--- src/rtl/prog_loader.sv ---
// Program loader and 16 x 46-bit instruction store for the MCX core.
// Optional checksum byte and check: define PROG_LOADER_CHECKSUM_EN.
module prog_loader (
    input  logic        clk,
    input  logic        nrst,
    input  logic [7:0]  in_data,
    input  logic        in_valid,
    output logic        in_ready,
    input  logic [3:0]  addr,
    output logic [45:0] line,
    output logic [3:0]  prog_last,
    output logic        core_run,
    output logic        err
);

    // state | meaning
    // IDLE  | waiting for header 0xA5
    // COUNT | next byte is the line count N
    // DATA  | receiving N lines of 6 bytes
    // CSUM  | next byte is the checksum (checksum builds only)
    // RUN   | program committed, core released
    // ERROR | frame rejected, core held, err set
    typedef enum logic [2:0] {IDLE, COUNT, DATA, CSUM, RUN, ERROR} state_t;

    state_t      state;
    logic [3:0]  last_idx;
    logic [3:0]  line_idx;
    logic [2:0]  byte_idx;
    logic [39:0] shreg;
    logic [45:0] mem [16];
`ifdef PROG_LOADER_CHECKSUM_EN
    logic [7:0]  csum;
`endif

    logic accept;
    assign accept = in_valid && in_ready;
    assign line   = mem[addr];

    always_ff @(posedge clk or negedge nrst) begin
        if (!nrst) begin
            state     <= IDLE;
            in_ready  <= 1'b0;
            core_run  <= 1'b0;
            err       <= 1'b0;
            prog_last <= 4'd0;
            last_idx  <= 4'd0;
            line_idx  <= 4'd0;
            byte_idx  <= 3'd0;
            shreg     <= 40'd0;
`ifdef PROG_LOADER_CHECKSUM_EN
            csum      <= 8'd0;
`endif
            for (int i = 0; i < 16; i++) mem[i] <= 46'd0;
        end else begin
            in_ready <= 1'b1;
            if (accept) begin
                case (state)
                    IDLE, RUN, ERROR: begin
                        if (in_data == 8'hA5) begin
                            state    <= COUNT;
                            err      <= 1'b0;
                            core_run <= 1'b0;
                        end
                    end
                    COUNT: begin
                        if (in_data == 8'd0 || in_data > 8'd16) begin
                            state <= ERROR;
                            err   <= 1'b1;
                        end else begin
                            // N=16 wraps to 0 in the low nibble, so N-1 lands on 15
                            last_idx <= in_data[3:0] - 4'd1;
                            line_idx <= 4'd0;
                            byte_idx <= 3'd0;
`ifdef PROG_LOADER_CHECKSUM_EN
                            csum     <= in_data;
`endif
                            state    <= DATA;
                        end
                    end
                    DATA: begin
`ifdef PROG_LOADER_CHECKSUM_EN
                        csum <= csum ^ in_data;
`endif
                        if (byte_idx == 3'd5) begin
                            // shreg[39:38] hold line bits 47:46, which are dropped
                            mem[line_idx] <= {shreg[37:0], in_data};
                            line_idx      <= line_idx + 4'd1;
                            byte_idx      <= 3'd0;
                            if (line_idx == last_idx) begin
`ifdef PROG_LOADER_CHECKSUM_EN
                                state <= CSUM;
`else
                                state     <= RUN;
                                prog_last <= last_idx;
                                core_run  <= 1'b1;
`endif
                            end
                        end else begin
                            shreg    <= {shreg[31:0], in_data};
                            byte_idx <= byte_idx + 3'd1;
                        end
                    end
`ifdef PROG_LOADER_CHECKSUM_EN
                    CSUM: begin
                        if (in_data == csum) begin
                            state     <= RUN;
                            prog_last <= last_idx;
                            core_run  <= 1'b1;
                        end else begin
                            state <= ERROR;
                            err   <= 1'b1;
                        end
                    end
`endif
                    default: state <= IDLE;
                endcase
            end
        end
    end

endmodule

--- config.mk ---
export PLATFORM = sky130hd
export DESIGN_NAME = prog_loader
export DESIGN_NICKNAME = d
export VERILOG_FILES = /design/src/rtl/prog_loader.sv
export SDC_FILE = /design/constraint.sdc
export NUM_CORES = 1
export LEC_CHECK = 0
export CORE_ASPECT_RATIO = 1.4
export CORE_MARGIN = 10
export CORE_UTILIZATION = 45
export DETAILED_ROUTE_END_ITERATION = 10
export PLACE_DENSITY = 0.65
export SYNTH_ARGS = -nofsm -noshare
export SYNTH_HDL_FRONTEND = slang
export SYNTH_SLANG_ARGS = --single-unit
--- constraint.sdc ---
create_clock -name clk -period 4.95 [get_ports clk]
set_clock_uncertainty 0.1 [all_clocks]
set_input_delay 0.495 -clock clk [delete_from_list [all_inputs] [get_ports clk]]
set_output_delay 0.495 -clock clk [all_outputs]
set_load 0.05 [all_outputs]
==> After elaboration in Yosys (flattened, before gate mapping) <==
Index checks and enable logic that the tools add are counted.
{ "totals": {"word_cells": 89, "regBits": 795, "input_bits": 15, "output_inout_bits": 53} }
{ "op_classes": {"n_bitwise": 4, "eq_ne": 12, "n_addsub": 3, "mux": 23, "n_lt_le_gt_ge": 4, "reduce_logical": 18} }
{ "op_table": {"columns": ["cell", "count"], "rows": [
  ["$bwmux W736", 1],
  ["$bmux W46 S4", 1],
  ["$demux W46 S4", 1],
  ["$mux W46", 3],
  ["$mux W3", 6],
  ["$reduce_and A4 Y1", 4],
  ["$reduce_and A3 Y1", 4],
  ["$ge A5 B5 Y1 const B", 2],
  ["$ne A2 B2 Y1 const B", 5],
  ["$not A4 Y5", 2],
  ["$eq A3 B3 Y1 const B", 3],
  ["$pmux W3 S3", 1],
  ["$eq A8 B8 Y1 const B", 1],
  ["$gt A8 B5 Y1 const B", 1],
  ["$logic_not A8 Y1", 1],
  ["$mux W4", 2],
  ["$pmux W4 S2", 1],
  ["$pmux W3 S2", 1],
  ["$reduce_bool A2 Y1", 3],
  ["$lt A5 B1 Y1 const B", 1],
  ["$reduce_and A5 Y1", 1],
  ["$add A4 B1 Y4 const B", 1],
  ["$eq A4 B4 Y1", 1],
  ["$mux W1", 4],
  ["other kinds (10)", 13]
]} }

==> Longest topological paths before layout <==
{ "depth": {"word_depth": 6, "depth_mapped": 8, "depth_no_buf": 6} }

==> Worst setup path after synthesis <==
OpenSTA, ideal clock, no wires.
{ "synth_path": {"kind": "in2out", "start": "input port addr[0]", "end": "output port line[15]", "stages": 5, "path_buffers": 3, "required_ns": 4.355, "path_slack_ns": 1.775, "t_arrival_ns": 2.580, "cell_sequence": "clkbuf_1 -> buf_2 -> buf_1 -> mux4_2 -> mux4_2"} }
{ "synth_between": {"elab_chain_len": 4} }
{ "synth_rtl": {"columns": ["element", "line", "source"], "rows": [
  ["start, declared", "9", "input logic [3:0] addr,"],
  ["$not A4 Y5 (implied by the code)", "37", "assign line = mem[addr];"],
  ["$bmux W46 S4", "37", null],
  ["$mux W46 (implied by the code) (2 in series)", "37", null],
  ["end, declared", "10", "output logic [45:0] line,"]
]} }
Every way passes these cells. The select of a mux whose other input is x is not followed.

==> Final worst setup path <==
{ "layout_path": {"start": "input port addr[0]", "end": "output port line[10]"} }
The elaborated chain is that of the path after synthesis.

==> key figures <==
Timing
  • Setup TNS: 0 ps
  • Final WS setup: 1110 ps
  • Slew Viols, Final: 0
  • Final setup fails: 0
  • Shortest period the worst path allows: 3840 ps
  • Max-slew headroom: 22.3%
  • Unrepaired setup endpoints after global routing: false
  • Max Clock Freq: 0.261 GHz
  • Final period util: 77.5%
  • Min Hold Slack: 379 ps
  • Final hold violation count: 0
  • Worst Max-Slew Pin Slew: 1170 ps

Finish
  • Most common cell after layout, fill and taps aside: dfrtp_1
  • Fin util: 51.0%
  • N_diodes: 0
  • Final instance area: 0.0403 mm²
  • Most frequent cells in the layout: 795 x dfrtp_1, 770 x mux2_2, 230 x mux4_2
  • Final non-filler cell total: 3,229
  • Final nets: 2,135
  • Area growth from synthesis to layout: 12.2%
  • Share of cells above drive strength 1: 55.3%

Global routing
  • Largest net degree at the start of global routing: 137
  • Vias in the first global route: 21,100
  • First-pass GRT wire length: 134 mm
  • Grt total ovfl: 0
  • Overall Global Routing Usage: 19.1%
  • Initial antenna violation count: 0

Die
  • Row count: 122
  • DIE WIDTH: 259 µm
  • Initial core utilization: 45.4%
  • Die H: 354 µm
  • Die ar.: 0.0917 mm²
  • IO Pins: 68
  • Core ar.: 0.0791 mm²

Worst setup path
  • Crit path max fanout: 36
  • CP endpoint kind: output pin
  • Critical path class: in -> out
  • Req. time, crit path: 4360 ps
  • Worst setup SP type: input pin
  • CP peak stage delay: 750 ps
  • Critical-path top delay cell: clkdlybuf4s50_1
  • Cell Chain, Critical Path: buf_8 -> buf_4 -> mux4_2 -> mux4_2 -> clkdlybuf4s50_1
  • Worst path arrival time: 3240 ps
  • Most frequent CP cell: mux4_2

Yosys
  • Sequential share of the synthesized area: 55.4%
  • Yosys cell types: 51
  • Share of the synthesized area in the top cell type: 55.4%
  • Synth warnings: 0
  • Synth Instances: 2,099
  • Synth Cell Area: 0.0359 mm²
  • Synth Area per Inst: 17.1 µm²
  • Top FF cell, synth: dfrtp_1
  • Post-synth net total: 2,120
  • Synth Register Bits: 795
  • Leading post-synthesis cells by cell area: dfrtp_1 55%, mux2_2 24%, mux4_2 14%
  • FFs w/ async S/R, synth: 100%
  • Area leader, netlist: dfrtp_1
  • Post-synth EDFFs: 0

Clocking
  • Postcts setup bufs: 0
  • Reg clk slew, reported paths: 60 ps
  • Clock Tree Root: clkbuf_16
  • Worst skew pair latency: 630 ps
  • H-tree depth: 3
  • CTS buffer count: 79
  • TritonCTS clock tree: yes
  • Max Root-Sink Buffers: 3
  • Resized cells post-CTS: 0
  • Sink Count: 795
  • # hold bufs at CTS: 1

Place
  • Placed Cells incl. Taps: 3,086
  • DP Wirelength: 48.3 mm
  • Pre-CTS setup slack: 1060 ps
  • # port buffers: 67
  • Cell Area, Placed: 0.0375 mm²
  • Global placement routability congestion: 0.733

Run status
  • Status: finished, final reports clean

Drt
  • Drt drc: 0
  • Routed Antenna Nets: 0
  • First-pass DRT Iterations: 5
  • Total number of vias: 18,800
  • Initial DRC count: 1,170
  • Routed WL: 86.0 mm
  • Via density: 5.83
  • Routed length per instance: 26.6 µm

Power
  • Pwr Density: 330 mW/mm²
  • Cell Int Power: 10.5 mW
  • Reg power frac: 49.0%
  • Clock Power Share: 48.1%
  • Combinational power share: 2.9%
  • Sw Ratio: 21.2%
  • Total power draw: 13.3 mW
  • Reported net switching power: 2.82 mW
  • Leakage: 18.9 nW
  • Maximum vdd drop: 381 µV

Run
  • Max-cap violation count: 0

Min path
  • Min-Delay Path Class: in -> async
-- metal layers --
metal / routed length [µm] / vias up / track usage (%) / part of all wire [%]
li1: - / 7880 / - / -
met1: 36400 / 10500 / 24.6 / 42
met2: 44800 / 343 / 33.3 / 52
met3: 3110 / 105 / 2.98 / 3.6
met4: 1700 / 0 / 5.09 / 2.0
met5: 0 / - / 0 / 0
-- kinds of logic after synthesis --
family                   synth area share, %
AO/OA/AOI/OAI                          0.523
XOR/XNOR                               0.146
adder cells (fa/ha/maj)                0.209
buffers and inverters                   3.38
flip-flops                              55.4
multiplexers                            39.1
other                                 0.0104
AND/OR/NAND/NOR                         1.29
-- Yosys cell counts, drive strengths merged, types with 2 or more instances --
library cell,n
a21oi,4
nand4,4
nor3b,2
clkbuf,50
o41a,2
nor2,18
buf,131
dfrtp,795
nand2b,3
nor2b,2
nor4,3
mux2,783
nand2,7
a31oi,3
mux2i,3
o21ai,2
xor2,6
nor3,9
nand3,4
a22o,2
mux4,230
and2,2
ha,6
inv,9
-- layout make-up --
class                           instances  area, µm²
Clock buffer                          114       2330
Clock inverter                         28        439
Fill cell                            6591      38800
Inverter                                9       33.8
Multi-Input combinational cell       1114      14900
Sequential cell                       795      19900
Tap cell                             1054       1320
Timing Repair Buffer                  115       1390
-- worst paths after layout --
check | from | endpoint | slack (ps) | cells after the start
setup / recovery | addr[0] | line[10] | 1110 | 5
setup reg to reg | state[1] | shreg[23] | 1640 | 5
min in group clk | mem[733] | mem[733] | 380 | 1
max in group asynchronous | nrst | byte_idx[1] | 3060 | 3
hold / removal | nrst | mem[295] | 380 | 2
hold reg to reg | mem[733] | mem[733] | 380 | 1
-- flip-flops by register name, summed over array words and instances, names as in the netlist --
name,flops
mem,736
shreg,38
last_idx,4
line_idx,4
prog_last,4
byte_idx,3
state,3
core_run,1
err,1
in_ready,1
-- worst max-delay path: cells and delay by family --
family / cells / cell delay [ps]
buffers and inverters: 3 / 1570
multiplexers: 2 / 1120
-- power groups by stage --
stage	Sequential [mW]	Clock (mW)	Combinational, mW
after floorplan	6.63	0	0.175
after global placement	6.62	0	0.392
after detailed placement	6.62	0	0.401
after CTS	6.50	6.53	0.402
after global routing	6.50	6.82	0.431
final	6.50	6.39	0.387
No activity file was read; power rests on OpenSTA's default activity.
